<file path="src/rtl/mult_arbiter.sv">
// Round-robin arbiter in front of one shared signed BITSIZE x BITSIZE multiplier.
// Pipeline: operand capture at grant, full product register, truncated result with valid.
module mult_arbiter #(
  parameter int unsigned BITSIZE = 16,
  parameter int unsigned NREQ    = 4
) (
  input  logic                    clk,
  input  logic                    resetn,
  input  logic                    sync,
  input  logic [NREQ-1:0]         req,
  input  logic [NREQ*BITSIZE-1:0] in1,
  input  logic [NREQ*BITSIZE-1:0] in2,
  output logic [NREQ-1:0]         gnt,
  output logic [NREQ-1:0]         valid,
  output logic [BITSIZE-1:0]      out,
  output logic                    busy
);

  localparam int unsigned IW = (NREQ > 1) ? $clog2(NREQ) : 1;

  logic [IW-1:0]            r_p;
  logic [IW-1:0]            w_base;
  logic [IW-1:0]            w_cand;
  logic [IW-1:0]            w_win;
  logic [IW-1:0]            w_p_next;
  logic                     w_found;
  logic [NREQ-1:0]          w_elig;
  logic [NREQ-1:0]          r_gnt;

  logic                     r_s1_vld;
  logic [IW-1:0]            r_s1_idx;
  logic [BITSIZE-1:0]       r_a;
  logic [BITSIZE-1:0]       r_b;

  logic                     r_s2_vld;
  logic [IW-1:0]            r_s2_idx;
  logic signed [2*BITSIZE-1:0] r_prod;
  logic signed [2*BITSIZE-1:0] w_a_ext;
  logic signed [2*BITSIZE-1:0] w_b_ext;
  logic signed [2*BITSIZE-1:0] w_prod;

  logic [NREQ-1:0]          r_valid;
  logic [BITSIZE-1:0]       r_out;
  logic                     w_unused_lo;

  // The requester granted last edge sits out exactly one arbitration round.
  assign w_elig = req & ~r_gnt;
  assign w_base = sync ? '0 : r_p;

  always_comb begin
    w_found = 1'b0;
    w_win   = '0;
    w_cand  = '0;
    for (int unsigned k = 0; k < NREQ; k++) begin
      w_cand = IW'((32'(w_base) + k) % NREQ);
      if (!w_found && w_elig[w_cand]) begin
        w_found = 1'b1;
        w_win   = w_cand;
      end
    end
  end

  always_comb begin
    if (w_found) begin
      w_p_next = IW'((32'(w_win) + 32'd1) % NREQ);
    end else if (sync) begin
      w_p_next = '0;
    end else begin
      w_p_next = r_p;
    end
  end

  assign w_a_ext = {{BITSIZE{r_a[BITSIZE-1]}}, r_a};
  assign w_b_ext = {{BITSIZE{r_b[BITSIZE-1]}}, r_b};
  assign w_prod  = w_a_ext * w_b_ext;

  // Low half of the product is kept in the stage register but never reaches out.
  assign w_unused_lo = ^r_prod[BITSIZE-1:0];

  always_ff @(posedge clk or negedge resetn) begin
    if (!resetn) begin
      r_p      <= '0;
      r_gnt    <= '0;
      r_s1_vld <= 1'b0;
      r_s1_idx <= '0;
      r_a      <= '0;
      r_b      <= '0;
    end else begin
      r_p      <= w_p_next;
      r_gnt    <= w_found ? (NREQ'(1) << w_win) : '0;
      r_s1_vld <= w_found;
      if (w_found) begin
        r_s1_idx <= w_win;
        r_a      <= in1[32'(w_win)*BITSIZE +: BITSIZE];
        r_b      <= in2[32'(w_win)*BITSIZE +: BITSIZE];
      end
    end
  end

  always_ff @(posedge clk or negedge resetn) begin
    if (!resetn) begin
      r_s2_vld <= 1'b0;
      r_s2_idx <= '0;
      r_prod   <= '0;
      r_valid  <= '0;
      r_out    <= '0;
    end else begin
      r_s2_vld <= r_s1_vld;
      if (r_s1_vld) begin
        r_s2_idx <= r_s1_idx;
        r_prod   <= w_prod;
      end
      r_valid <= r_s2_vld ? (NREQ'(1) << r_s2_idx) : '0;
      if (r_s2_vld) begin
        r_out <= r_prod[2*BITSIZE-1 -: BITSIZE];
      end
    end
  end

  assign gnt   = r_gnt;
  assign valid = r_valid;
  assign out   = r_out;
  assign busy  = (|req) | r_s1_vld | r_s2_vld;

endmodule

</file>
<file path="config.mk">
export PLATFORM = sky130hd
export DESIGN_NAME = mult_arbiter
export DESIGN_NICKNAME = d
export VERILOG_FILES = /design/src/rtl/mult_arbiter.sv
export SDC_FILE = /design/constraint.sdc
export NUM_CORES = 1
export LEC_CHECK = 0
export ABC_AREA = 1
export ABC_CLOCK_PERIOD_IN_PS = 16900
export BUFFER_PORTS_ARGS = -buffer_cell sky130_fd_sc_hd__clkbuf_2
export CAP_MARGIN = 5
export CORE_UTILIZATION = 40
export CTS_CLUSTER_SIZE = 10
export DETAILED_ROUTE_END_ITERATION = 12
export GPL_TIMING_DRIVEN = 0
export PLACE_DENSITY = 0.69
export SYNTH_ARGS = -nofsm -noshare
export SYNTH_HDL_FRONTEND = slang
export SYNTH_SLANG_ARGS = --single-unit
</file>
<file path="constraint.sdc">
create_clock -name clk -period 16.9 [get_ports clk]
set_input_delay 1.69 -clock clk [delete_from_list [all_inputs] [get_ports clk]]
set_output_delay 1.69 -clock clk [all_outputs]
set_load 0.05 [all_outputs]
</file>
After elaboration in Yosys (flattened, before gate mapping)
Cells that the tools add are included.
{"block": "totals", "n_memories": 0, "mem_bits_rw": 0, "ff_bits": 96, "input_bits": 135, "latchBits": 0, "romBits": 0}
{"block": "classes", "multipliers": 1, "eq_ne": 0, "magnitude_cmp": 4, "n_addsub": 4, "muxes": 20, "bitwise": 4, "shift": 4, "reduce_logical": 7, "n_div": 0}
{"cell": "$shiftx 64x7->16", "count": 2}
{"cell": "$mul 16x16->32", "count": 1}
{"cell": "$lt 2x3->1 const B", "count": 4}
{"cell": "$mux 2", "count": 6}
{"cell": "$bmux 1 s2", "count": 4}
{"cell": "$mux 1", "count": 8}
{"cell": "$mux 4", "count": 2}
{"cell": "$shl 1x2->4 const A", "count": 2}
{"cell": "$add 2x1->2 const B", "count": 2}
{"cell": "$add 2x2->2 const B", "count": 2}
{"cell": "$and 4x4->4", "count": 1}
{"cell": "$not 4->4", "count": 1}
{"cell": "$reduce_or 4->1", "count": 1}
{"cell": "$logic_and 1x1->1", "count": 3}
{"cell": "$logic_not 1->1", "count": 3}
{"cell": "$or 1x1->1", "count": 2}

Logic depth before layout (Yosys ltp)
Gate-level depths: netlist of the first run.
{"block": "logic_depth", "ltp_word": 16, "mapped_depth": 28, "mapped_depth_nobuf": 26}

Worst setup path before layout of the first run
OpenSTA, ideal clock, no wires.
{"block": "synth_timing", "path_kind": "reg2reg", "from": "register r_a[15]", "to": "register r_prod[30]", "slack_ns": 11.248, "setup_time_ns": 0.118, "arrival_time_ns": 5.534, "period_less_slack_ns": 5.652, "stages_incl_launch_ff": 26, "required_ns": 16.782, "path_cell_list": "dfrtp_1 > clkbuf_1 > clkbuf_1 > nand2_1 > fa_1 > inv_1 > fa_1 > inv_1 > fa_1 > inv_1 > fa_1 > inv_1 > fa_1 > inv_1 > fa_1 > ha_1 > inv_1 > nor3_1 > inv_1 > nor2_1 > nand2_1 > o21bai_1 > nand2_1 > nand2_1 > nand3_1 > nand2_1"}
{"block": "synth_via", "elab_chain_cells": 1}
{"element": "from (decl)", "line_no": "32", "rtl": "logic [BITSIZE-1:0] r_a;"}
{"element": "from (signal assigned)", "line_no": "94", "rtl": "r_a <= in1[32'(w_win)*BITSIZE +: BITSIZE];"}
{"element": "$mul 16x16->32", "line_no": "75", "rtl": "assign w_prod = w_a_ext * w_b_ext;"}
{"element": "to (signal assigned)", "line_no": "111", "rtl": "r_prod <= w_prod;"}
{"element": "to (decl)", "line_no": "37", "rtl": "logic signed [2*BITSIZE-1:0] r_prod;"}
Every way passes these cells.
A chain may end at the register's enable or synchronous reset.

Worst setup path in the final report of the first run
{"block": "layout_timing", "from": "register r_a[15]", "to": "register r_prod[28]"}
Same word-level chain as after synthesis.

==> run_summary.xml, run 1 <==
<?xml version="1.0" encoding="UTF-8"?>
<metrics>
  <group name="synth">
    <metric name="synthCells" unit="">2069</metric>
    <metric name="yosys_warnings" unit="">0</metric>
    <metric name="yosysTopAreaCellShare" unit="%">34.7</metric>
    <metric name="synth.area.mux_share" unit="%">0</metric>
    <metric name="synth-simple-area-share" unit="%">24.2</metric>
    <metric name="yosysTopAreaCell" unit="">sky130_fd_sc_hd__fa_1</metric>
    <metric name="synth-edff-count" unit="">0</metric>
    <metric name="async_flop_share" unit="%">100</metric>
    <metric name="ys_top_cells_by_area" unit="">sky130_fd_sc_hd__fa_1, sky130_fd_sc_hd__nand2_1, sky130_fd_sc_hd__inv_1</metric>
    <metric name="synth_adder_area_share" unit="%">41.6</metric>
    <metric name="synth_top_family_by_area" unit="">adder cells</metric>
    <metric name="synth-seq-cells" unit="">80</metric>
    <metric name="synth_cell_types" unit="">35</metric>
    <metric name="synth_area" unit="um2">15000</metric>
    <metric name="syn_avg_cell_area" unit="um2">7.27</metric>
    <metric name="synth-main-ff-cell" unit="">sky130_fd_sc_hd__dfrtp_1</metric>
    <metric name="synth-compound-area-share" unit="%">3.88</metric>
    <metric name="yosysSeqAreaShare" unit="%">13.3</metric>
    <metric name="synth-xor-area-share" unit="%">0.699</metric>
    <metric name="synth.net_count" unit="">2548</metric>
  </group>
  <group name="cells_and_area">
    <metric name="multi_input_logic_area" unit="um2">10600</metric>
    <metric name="layout.filler_cells" unit="">3760</metric>
    <metric name="layout.area.seq" unit="um2">2000</metric>
    <metric name="share_of_layout_cells_above_drive_strength_1" unit="%">9.94</metric>
    <metric name="syn_to_final_growth" unit="%">11.4</metric>
    <metric name="finalNetCount" unit="">2719</metric>
  </group>
  <group name="global_routing">
    <metric name="globalRouteOverflowTotal" unit="">0</metric>
    <metric name="grt_antenna_before_repair" unit="">1</metric>
    <metric name="grt_usage" unit="%">23.4</metric>
    <metric name="grt_first_pass_wirelength" unit="mm">69.9</metric>
    <metric name="first_global_vias" unit="">14200</metric>
    <metric name="largest_net_degree_at_the_start_of_global_routing" unit="">60</metric>
  </group>
  <group name="timing">
    <metric name="finalSetupViolCount" unit="">0</metric>
    <metric name="fin_worst_skew" unit="ns">0.0146</metric>
    <metric name="setup-tns-final" unit="ns">0</metric>
    <metric name="rsz0062_at_grt" unit="">false</metric>
    <metric name="max_slew.worst_pin.slew" unit="ns">0.838</metric>
    <metric name="hold_violations" unit="">0</metric>
    <metric name="timing.fmax" unit="GHz">0.141</metric>
    <metric name="final_min_period_over_clock_period" unit="%">42.0</metric>
    <metric name="worst_slew_margin_rel" unit="%">44.1</metric>
    <metric name="min_period" unit="ns">7.09</metric>
    <metric name="slew_viol_final" unit="">0</metric>
  </group>
  <group name="placement">
    <metric name="post-dp-hpwl" unit="mm">35.8</metric>
    <metric name="number_of_input_and_output_port_buffers_inserted" unit="">159</metric>
    <metric name="place.gp.congestion" unit="">0.953</metric>
  </group>
  <group name="worst_setup_path">
    <metric name="critical_path.slowest_cell" unit="">sky130_fd_sc_hd__fa_1</metric>
    <metric name="cp_data_required_time" unit="ns">17.17</metric>
    <metric name="worst_path_largest_cell_delay" unit="ns">0.73</metric>
    <metric name="worst-setup-path-type" unit="">reg2reg</metric>
    <metric name="worstPathArrival" unit="ns">7.37</metric>
    <metric name="crit_fanout" unit="">10</metric>
    <metric name="crit_buf_inv" unit="">6</metric>
    <metric name="type_of_element_launching_the_critical_path" unit="">register</metric>
    <metric name="crit_path_cell_trace" unit="">clkbuf_1, clkbuf_1, nand2_1, fa_1, inv_1, fa_1, inv_1, fa_1, fa_1, fa_1, fa_1, inv_1, ha_1, nand2_1, nor2_1, inv_1, nor3_1, nand2_1, o21bai_1, nand2_1, nand2_1, a31oi_1</metric>
    <metric name="cpMostUsedCell" unit="">sky130_fd_sc_hd__fa_1</metric>
    <metric name="critPathCaptureType" unit="">register</metric>
    <metric name="critical-path-top-delay-family" unit="">adder cells</metric>
  </group>
  <group name="clock_network">
    <metric name="cts-buffers-inserted" unit="">9</metric>
    <metric name="clock_sink_count" unit="">80</metric>
    <metric name="postCtsResizedCells" unit="">0</metric>
    <metric name="ctsHoldBuffers" unit="">0</metric>
    <metric name="path_clk_slew" unit="ns">0.07</metric>
    <metric name="cts_tree" unit="">yes</metric>
    <metric name="cts.repair_timing.setup_buffer_count" unit="">0</metric>
    <metric name="clockBufferDepth" unit="">2</metric>
    <metric name="clock_insertion_delay_worst_skew" unit="ns">0.37</metric>
    <metric name="cts_max_level" unit="">3</metric>
    <metric name="clk_root_buffer_cell" unit="">sky130_fd_sc_hd__clkbuf_16</metric>
  </group>
  <group name="drt">
    <metric name="drtAntennaViolNets" unit="">0</metric>
    <metric name="remaining_drc_errors" unit="">0</metric>
    <metric name="wl_per_cell" unit="um">15.5</metric>
    <metric name="wirelength" unit="mm">42.0</metric>
    <metric name="drt_iter0_drc" unit="">962</metric>
    <metric name="drt_pass_1_iters" unit="">5</metric>
    <metric name="post_drt_via_cell_ratio" unit="">4.94</metric>
    <metric name="num_vias" unit="">13400</metric>
  </group>
  <group name="die">
    <metric name="floorplan.rows" unit="">70</metric>
    <metric name="fp.coreArea" unit="um2">36800</metric>
    <metric name="die_h" unit="um">196</metric>
    <metric name="io-pin-count" unit="">160</metric>
    <metric name="die_width" unit="um">196</metric>
    <metric name="initial_utilization" unit="%">40.9</metric>
    <metric name="dieArea" unit="um2">38400</metric>
  </group>
  <group name="outcome">
    <metric name="status" unit="">complete, no violations</metric>
  </group>
  <group name="worst_hold_path">
    <metric name="worst_hold_path_type" unit="">reg2reg</metric>
  </group>
  <group name="run">
    <metric name="max-cap-violations" unit="">0</metric>
  </group>
</metrics>
-- flip-flops by register name, summed over array words and instances, names as in the netlist --
name      flops
gnt           4
out          16
r_a          16
r_b          16
r_p           2
r_prod       16
r_s1_idx      2
r_s1_vld      1
r_s2_idx      2
r_s2_vld      1
valid         4
-- area by class of cell --
class / count / share of cell area (%)
Tap cell: 468 / 3.50
Multi-Input combinational cell: 1345 / 63.3
Buffer: 97 / 2.32
Timing Repair Buffer: 160 / 4.93
Clock buffer: 10 / 1.43
Clock inverter: 5 / 0.344
Sequential cell: 80 / 12.0
Inverter: 547 / 12.3
Antenna cell: 1 / 0.0149
-- worst reg2reg max path, delay by kind of cell (launching register included) --
family	cells	cell delay (ns)
buffers and inverters	6	1.39
and+or+nand+nor	7	1.16
adders and majority gates	7	3.74
DFF	1	0.33
AOI/OAI and AO/OA	2	0.40
-- cell usage after synthesis (9+ instances only) --
cell type	count
sky130_fd_sc_hd__a21boi_1	11
sky130_fd_sc_hd__a21oi_1	32
sky130_fd_sc_hd__a31oi_1	10
sky130_fd_sc_hd__buf_2	16
sky130_fd_sc_hd__clkbuf_1	78
sky130_fd_sc_hd__dfrtp_1	80
sky130_fd_sc_hd__fa_1	261
sky130_fd_sc_hd__ha_1	83
sky130_fd_sc_hd__inv_1	542
sky130_fd_sc_hd__nand2_1	618
sky130_fd_sc_hd__nand3_1	113
sky130_fd_sc_hd__nand3b_1	14
sky130_fd_sc_hd__nor2_1	96
sky130_fd_sc_hd__nor3_1	9
sky130_fd_sc_hd__o21ai_0	33
sky130_fd_sc_hd__or2_2	14
-- cell usage in the layout (no fill, tap or decap), types with 14 or more instances in the layout --
| cell type | count |
|---|---|
| sky130_fd_sc_hd__a21oi_1 | 32 |
| sky130_fd_sc_hd__buf_2 | 16 |
| sky130_fd_sc_hd__clkbuf_1 | 78 |
| sky130_fd_sc_hd__clkbuf_2 | 158 |
| sky130_fd_sc_hd__dfrtp_1 | 80 |
| sky130_fd_sc_hd__fa_1 | 261 |
| sky130_fd_sc_hd__ha_1 | 83 |
| sky130_fd_sc_hd__inv_1 | 542 |
| sky130_fd_sc_hd__nand2_1 | 618 |
| sky130_fd_sc_hd__nand3_1 | 113 |
| sky130_fd_sc_hd__nand3b_1 | 14 |
| sky130_fd_sc_hd__nor2_1 | 96 |
| sky130_fd_sc_hd__o21ai_0 | 33 |
| sky130_fd_sc_hd__or2_2 | 14 |
-- kinds of logic (layout without fill, tap and decap cells) --
group	after synthesis	in the layout
adders and majority gates	344	344
buffers and inverters	644	819
xor gates and xnor gates	12	12
AOI/OAI and AO/OA	101	101
other	0	1
and+or+nand+nor	888	888
DFF	80	80
-- per-stage QoR --
stage | setup slack (ns) | instances | hold WS (ns) | area, um2 | util, %
2_1_floorplan | 11.25 | 2069 | 0.352 | 15000 | -
3_3_place_gp | 10.11 | 2696 | 0.445 | 16400 | 44.6
3_5_place_dp | 10.03 | 2697 | 0.456 | 16500 | 44.7
4_1_cts | 9.98 | 2712 | 0.461 | 16700 | 45.5
5_1_grt | 9.41 | 2712 | 0.492 | 16700 | 45.5
6_report | 9.81 | 2713 | 0.464 | 16700 | 45.5
-- metal layers --
metal	track usage, %	share of wire, %	vias up
li1	-	-	6296
met1	29.3	41	6576
met2	39.6	48	451
met3	3.83	6.8	90
met4	10.7	4.2	0
met5	0	0	-
-- final timing paths --
path	from	endpoint	slack, ns	depth (start not counted)
worst max register to register	r_a[15]	r_prod[28]	9.81	22
min in group asynchronous	resetn	out[1]	1.26	1
max in group asynchronous	resetn	gnt[1]	15.02	2
worst min-delay path	r_s2_idx[0]	valid[2]	0.46	1
worst min register to register	r_s2_idx[0]	valid[2]	0.46	1
worst max-delay path	r_a[15]	r_prod[28]	9.81	22
Power of run 1 is left out: the tool's default activity adds up to more than one toggle a clock period on the data nets, which glitch-free logic cannot reach.
==> run 2, diff against run 1 <==
Settings changed: ABC_CLOCK_PERIOD_IN_PS 16900 to 6700.
Clock period 16.9 ns to 6.7 ns, I/O delays scaled along.
==> run 2 against run 1 <==
Via count about the same; register-to-register slack got worse by 9.6 ns; final area barely moved; clock-buffer cell count unchanged; non-clock buffer count shrank 10; critical endpoint is now r_prod[31]; largest cell class unchanged.
==> run_summary.xml, run 2 (synthesized netlist as in run 1, its figures left out) <==
<?xml version="1.0" encoding="UTF-8"?>
<metrics>
  <group name="worst_setup_path">
    <metric name="crit_path_cell_trace" unit="">clkbuf_1, clkbuf_1, nor2_1, fa_1, fa_1, fa_1, fa_1, fa_1, inv_1, fa_1, inv_1, ha_1, inv_1, o21ai_0, nor2_1, o21ai_0, a21oi_1, nand2_1, nand2_1, nand3_1, nand2_1</metric>
    <metric name="worst_path_largest_cell_delay" unit="ns">0.56</metric>
    <metric name="r2r-end" unit="">r_prod[31]</metric>
    <metric name="crit_fanout" unit="">10</metric>
    <metric name="ff2ff_setup_slack" unit="ns">0.24</metric>
    <metric name="critPathCaptureType" unit="">register</metric>
    <metric name="type_of_element_launching_the_critical_path" unit="">register</metric>
    <metric name="crit_path_launch" unit="">r_a[3]</metric>
    <metric name="cpMostUsedCell" unit="">sky130_fd_sc_hd__fa_1</metric>
    <metric name="worstPathArrival" unit="ns">6.71</metric>
    <metric name="cp_data_required_time" unit="ns">6.95</metric>
    <metric name="worst-setup-path-type" unit="">reg2reg</metric>
    <metric name="reg2regPathDepth" unit="">21</metric>
    <metric name="worst_r2r_startpoint" unit="">r_a[3]</metric>
    <metric name="critical_path.slowest_cell" unit="">sky130_fd_sc_hd__clkbuf_1</metric>
  </group>
  <group name="clock_network">
    <metric name="cts.repair_timing.setup_buffer_count" unit="">0</metric>
    <metric name="path_clk_slew" unit="ns">0.06</metric>
    <metric name="cts_max_level" unit="">3</metric>
    <metric name="clockBufferDepth" unit="">2</metric>
    <metric name="clock_sink_count" unit="">80</metric>
    <metric name="cts_tree" unit="">yes</metric>
    <metric name="cts-buffers-inserted" unit="">9</metric>
    <metric name="ctsHoldBuffers" unit="">0</metric>
    <metric name="clock_insertion_delay_worst_skew" unit="ns">0.37</metric>
    <metric name="clk_root_buffer_cell" unit="">sky130_fd_sc_hd__clkbuf_16</metric>
    <metric name="postCtsResizedCells" unit="">4</metric>
  </group>
  <group name="cells_and_area">
    <metric name="syn_to_final_growth" unit="%">11.3</metric>
    <metric name="most-common-layout-cells" unit="">sky130_fd_sc_hd__nand2_1, sky130_fd_sc_hd__inv_1, sky130_fd_sc_hd__fa_1</metric>
    <metric name="insertedDiodeCount" unit="">0</metric>
    <metric name="final_common_cell" unit="">sky130_fd_sc_hd__nand2_1</metric>
    <metric name="share_of_layout_cells_above_drive_strength_1" unit="%">11.0</metric>
    <metric name="finalNetCount" unit="">2709</metric>
    <metric name="layout.filler_cells" unit="">3758</metric>
  </group>
  <group name="drt">
    <metric name="remaining_drc_errors" unit="">0</metric>
    <metric name="drt_pass_1_iters" unit="">8</metric>
    <metric name="num_vias" unit="">13400</metric>
    <metric name="drt_iter0_drc" unit="">994</metric>
    <metric name="wirelength" unit="mm">42.0</metric>
    <metric name="wl_per_cell" unit="um">15.5</metric>
    <metric name="post_drt_via_cell_ratio" unit="">4.96</metric>
    <metric name="drtAntennaViolNets" unit="">0</metric>
  </group>
  <group name="global_routing">
    <metric name="first_global_vias" unit="">14200</metric>
    <metric name="grt_usage" unit="%">23.4</metric>
    <metric name="grt_first_pass_wirelength" unit="mm">69.8</metric>
    <metric name="largest_net_degree_at_the_start_of_global_routing" unit="">60</metric>
    <metric name="globalRouteOverflowTotal" unit="">0</metric>
    <metric name="grt_antenna_before_repair" unit="">1</metric>
  </group>
  <group name="die">
    <metric name="die_h" unit="um">196</metric>
    <metric name="die_width" unit="um">196</metric>
    <metric name="fp.coreArea" unit="um2">36800</metric>
    <metric name="floorplan.rows" unit="">70</metric>
    <metric name="dieArea" unit="um2">38400</metric>
    <metric name="io-pin-count" unit="">160</metric>
    <metric name="initial_utilization" unit="%">40.9</metric>
  </group>
  <group name="timing">
    <metric name="final_min_period_over_clock_period" unit="%">96.5</metric>
    <metric name="rsz0062_at_grt" unit="">false</metric>
    <metric name="timing.fmax" unit="GHz">0.155</metric>
    <metric name="worst_slew_margin_rel" unit="%">44.6</metric>
    <metric name="hold_violations" unit="">0</metric>
    <metric name="holdWs" unit="ns">0.242</metric>
    <metric name="finalSetupViolCount" unit="">0</metric>
    <metric name="setup-tns-final" unit="ns">0</metric>
    <metric name="min_period" unit="ns">6.46</metric>
    <metric name="slew_viol_final" unit="">0</metric>
    <metric name="max_slew.worst_pin.slew" unit="ns">0.832</metric>
    <metric name="fin_worst_skew" unit="ns">0.0173</metric>
  </group>
  <group name="outcome">
    <metric name="status" unit="">complete, no violations</metric>
  </group>
  <group name="run">
    <metric name="max-cap-violations" unit="">0</metric>
  </group>
  <group name="worst_hold_path">
    <metric name="worst_hold_path_type" unit="">in2async</metric>
  </group>
  <group name="placement">
    <metric name="place.gp.congestion" unit="">0.953</metric>
    <metric name="number_of_input_and_output_port_buffers_inserted" unit="">159</metric>
    <metric name="post-dp-hpwl" unit="mm">35.8</metric>
  </group>
</metrics>
[run 2: cell count changes in the layout (fill, tap and decap cells not counted), moves of 2 or more]
cell	delta
sky130_fd_sc_hd__clkbuf_1	-28
sky130_fd_sc_hd__clkbuf_2	+18
sky130_fd_sc_hd__dfrtp_1	-2
sky130_fd_sc_hd__dfrtp_2	+2
[run 2: critical path: cells and delay by family, from the launching register on]
family,cells,cell delay (ns)
buffers and inverters,5,1.29
AND/OR/NAND/NOR,6,0.62
AO/OA/AOI/OAI,3,0.81
adder cells (fa/ha/maj),7,3.28
flip-flops,1,0.33
[run 2: how the worst max path moves through the flow]
stage / endpoint / cells past startpoint
CTS: r_prod[28] / 22
detailed placement: r_prod[28] / 22
global placement: r_prod[28] / 21
finish: r_prod[31] / 21
floorplan: r_prod[30] / 25
global route: r_prod[31] / 22
[run 2: cell type report]
cell class	instances	area (um2)	share of cell area [%]
plain buffers	87	373	2.23
clock buffers	10	239	1.43
clock inverters	5	57.6	0.344
inverters	547	2050	12.3
multi-input cells	1345	10600	63.3
flip-flops and latches	80	2000	12.0
well taps	468	586	3.50
repair buffers	160	826	4.93
[run 2: routing by layer]
| metal | global-route usage, % | vias up | part of all wire, % |
|---|---|---|---|
| met5 | 0 | - | 0 |
| met4 | 10.7 | 0 | 4.6 |
| met3 | 3.83 | 115 | 6.5 |
| met2 | 39.6 | 436 | 48 |
| met1 | 29.3 | 6573 | 41 |
| li1 | - | 6276 | - |
[run 2: stage by stage]
stage          utilization (%)  setup WS [ns]  instances  area [um2]
3_3_place_gp              44.6        -0.0926       2696       16400
6_report                  45.5          0.238       2702       16700
5_1_grt                   45.5        0.00130       2702       16700
3_5_place_dp              44.7         -0.168       2697       16500
4_1_cts                   45.5        0.00591       2711       16700
2_1_floorplan                -           1.05       2069       15000
Power of run 2 is left out for the same reason.
==> run 3, diff against run 2 <==
Settings changed: CELL_PAD_IN_SITES_DETAIL_PLACEMENT from default to 0, CELL_PAD_IN_SITES_GLOBAL_PLACEMENT from default to 2, CORE_UTILIZATION 40 to 35, PLACE_DENSITY 0.69 to 0.93.
==> run 3 against run 2 <==
Setup slack better by 0.076 ns; non-clock buffer count is 6 lower; critical path depth stayed put; register-to-register slack better by 0.08 ns; cell count is 2.4% higher; critical path type unchanged; largest cell class unchanged.
==> run_summary.xml, run 3 (synthesized netlist as in run 1, its figures left out) <==
<?xml version="1.0" encoding="UTF-8"?>
<metrics>
  <group name="outcome">
    <metric name="status" unit="">complete, no violations</metric>
  </group>
  <group name="drt">
    <metric name="drt_pass_1_iters" unit="">6</metric>
    <metric name="wl_per_cell" unit="um">15.9</metric>
    <metric name="post_drt_via_cell_ratio" unit="">4.74</metric>
    <metric name="remaining_drc_errors" unit="">0</metric>
    <metric name="num_vias" unit="">13100</metric>
    <metric name="drtAntennaViolNets" unit="">0</metric>
    <metric name="wirelength" unit="mm">44.1</metric>
    <metric name="drt_iter0_drc" unit="">677</metric>
  </group>
  <group name="worst_setup_path">
    <metric name="reg2regPathDepth" unit="">21</metric>
    <metric name="crit_path_cell_trace" unit="">clkbuf_1, clkbuf_1, nor2_1, fa_1, fa_1, fa_1, fa_1, fa_1, inv_1, fa_1, inv_1, ha_1, inv_1, o21ai_0, nor2_1, o21ai_0, a21oi_1, nand2_1, nand2_1, nand3_1, nand2_1</metric>
    <metric name="critical_path_depth" unit="">21</metric>
    <metric name="worst_path_largest_cell_delay" unit="ns">0.55</metric>
    <metric name="cp_data_required_time" unit="ns">6.96</metric>
    <metric name="critical-path-top-delay-family" unit="">adder cells</metric>
    <metric name="type_of_element_launching_the_critical_path" unit="">register</metric>
    <metric name="crit_path_launch" unit="">r_a[3]</metric>
    <metric name="worst-setup-path-type" unit="">reg2reg</metric>
    <metric name="worst_r2r_startpoint" unit="">r_a[3]</metric>
    <metric name="critPathCaptureType" unit="">register</metric>
    <metric name="worstPathArrival" unit="ns">6.64</metric>
    <metric name="crit_fanout" unit="">10</metric>
    <metric name="cpMostUsedCell" unit="">sky130_fd_sc_hd__fa_1</metric>
    <metric name="critical_path.slowest_cell" unit="">sky130_fd_sc_hd__fa_1</metric>
    <metric name="crit_buf_inv" unit="">5</metric>
  </group>
  <group name="worst_hold_path">
    <metric name="worst_hold_path_type" unit="">in2async</metric>
  </group>
  <group name="cells_and_area">
    <metric name="most-common-layout-cells" unit="">sky130_fd_sc_hd__nand2_1, sky130_fd_sc_hd__inv_1, sky130_fd_sc_hd__fa_1</metric>
    <metric name="final_common_cell" unit="">sky130_fd_sc_hd__nand2_1</metric>
    <metric name="share_of_layout_cells_above_drive_strength_1" unit="%">10.9</metric>
    <metric name="insertedDiodeCount" unit="">0</metric>
    <metric name="layout.filler_cells" unit="">4471</metric>
    <metric name="syn_to_final_growth" unit="%">11.9</metric>
    <metric name="finalNetCount" unit="">2703</metric>
  </group>
  <group name="placement">
    <metric name="number_of_input_and_output_port_buffers_inserted" unit="">159</metric>
    <metric name="preCtsSetupSlack" unit="ns">-0.288</metric>
    <metric name="post-dp-hpwl" unit="mm">38.2</metric>
    <metric name="place.gp.congestion" unit="">0.945</metric>
  </group>
  <group name="timing">
    <metric name="timing.fmax" unit="GHz">0.157</metric>
    <metric name="setup-tns-final" unit="ns">0</metric>
    <metric name="worst_slew_margin_rel" unit="%">44.7</metric>
    <metric name="finalSetupViolCount" unit="">0</metric>
    <metric name="fin_worst_skew" unit="ns">0.0133</metric>
    <metric name="hold_violations" unit="">0</metric>
    <metric name="holdWs" unit="ns">0.229</metric>
    <metric name="rsz0062_at_grt" unit="">false</metric>
    <metric name="setup_ws" unit="ns">0.314</metric>
    <metric name="final_min_period_over_clock_period" unit="%">95.3</metric>
    <metric name="min_period" unit="ns">6.39</metric>
    <metric name="slew_viol_final" unit="">0</metric>
    <metric name="max_slew.worst_pin.slew" unit="ns">0.829</metric>
  </group>
  <group name="die">
    <metric name="fp.coreArea" unit="um2">42100</metric>
    <metric name="die_width" unit="um">209</metric>
    <metric name="floorplan.rows" unit="">75</metric>
    <metric name="io-pin-count" unit="">160</metric>
    <metric name="die_h" unit="um">209</metric>
    <metric name="dieArea" unit="um2">43800</metric>
    <metric name="initial_utilization" unit="%">35.7</metric>
  </group>
  <group name="global_routing">
    <metric name="grt_usage" unit="%">21.8</metric>
    <metric name="first_global_vias" unit="">14000</metric>
    <metric name="grt_antenna_before_repair" unit="">1</metric>
    <metric name="largest_net_degree_at_the_start_of_global_routing" unit="">60</metric>
    <metric name="globalRouteOverflowTotal" unit="">0</metric>
    <metric name="grt_first_pass_wirelength" unit="mm">73.5</metric>
  </group>
  <group name="clock_network">
    <metric name="path_clk_slew" unit="ns">0.07</metric>
    <metric name="cts.repair_timing.setup_buffer_count" unit="">0</metric>
    <metric name="clockBufferDepth" unit="">2</metric>
    <metric name="cts_tree" unit="">yes</metric>
    <metric name="clock_sink_count" unit="">80</metric>
    <metric name="clock_insertion_delay_worst_skew" unit="ns">0.37</metric>
    <metric name="cts-buffers-inserted" unit="">9</metric>
    <metric name="clk_root_buffer_cell" unit="">sky130_fd_sc_hd__clkbuf_16</metric>
    <metric name="cts_max_level" unit="">3</metric>
  </group>
  <group name="run">
    <metric name="max-cap-violations" unit="">0</metric>
  </group>
</metrics>
-- run 3: worst paths after layout --
check / end / slack [ns]
max: r_prod[31] / 0.31
min: out[1] / 0.23
max reg2reg: r_prod[31] / 0.31
min reg2reg: valid[2] / 0.47
max in group asynchronous: r_a[15] / 5.82
min in group clk: valid[2] / 0.47
-- run 3: stage by stage --
step	area (um2)	util, %	cells
global placement	16500	39.2	2767
finish	16800	39.9	2767
CTS	16800	40.0	2780
floorplan	15000	-	2069
global route	16800	39.9	2767
detailed placement	16500	39.3	2768
-- run 3: metal layers --
layer	share of wire [%]	global-route usage [%]	up-vias
met5	0	0	-
met3	5.0	3.07	56
met1	44	29.1	6509
met2	48	36.8	291
met4	2.7	6.59	0
li1	-	-	6266
-- run 3: layout make-up --
type	count	area [um2]	share of cell area, %
Inverter	547	2050	12.2
Multi-Input combinational cell	1345	10600	63.0
Timing Repair Buffer	160	826	4.91
Clock buffer	9	225	1.34
Buffer	81	350	2.08
Sequential cell	80	2000	11.9
Tap cell	539	674	4.01
Clock inverter	6	92.6	0.550
-- run 3: repair_timing --
action | 4_1_cts | 5_1_grt
endpoints found under the setup margin | 6 | 14
hold buffers | 0 | 0
gates cloned | 0 | 0
gates resized for setup | 3 | 32
-- run 3: worst register-to-register path, cell delays in order (launching register included) --
cell,delay [ns]
sky130_fd_sc_hd__dfrtp_1,0.32
sky130_fd_sc_hd__clkbuf_1,0.48
sky130_fd_sc_hd__clkbuf_1,0.54
sky130_fd_sc_hd__nor2_1,0.15
sky130_fd_sc_hd__fa_1,0.53
sky130_fd_sc_hd__fa_1,0.45
sky130_fd_sc_hd__fa_1,0.55
sky130_fd_sc_hd__fa_1,0.44
sky130_fd_sc_hd__fa_1,0.49
sky130_fd_sc_hd__inv_1,0.05
sky130_fd_sc_hd__fa_1,0.47
sky130_fd_sc_hd__inv_1,0.04
sky130_fd_sc_hd__ha_1,0.34
sky130_fd_sc_hd__inv_1,0.09
sky130_fd_sc_hd__o21ai_0,0.27
sky130_fd_sc_hd__nor2_1,0.14
sky130_fd_sc_hd__o21ai_0,0.45
sky130_fd_sc_hd__a21oi_1,0.16
sky130_fd_sc_hd__nand2_1,0.10
sky130_fd_sc_hd__nand2_1,0.05
sky130_fd_sc_hd__nand3_1,0.10
sky130_fd_sc_hd__nand2_1,0.06
Power of run 3 is left out for the same reason.
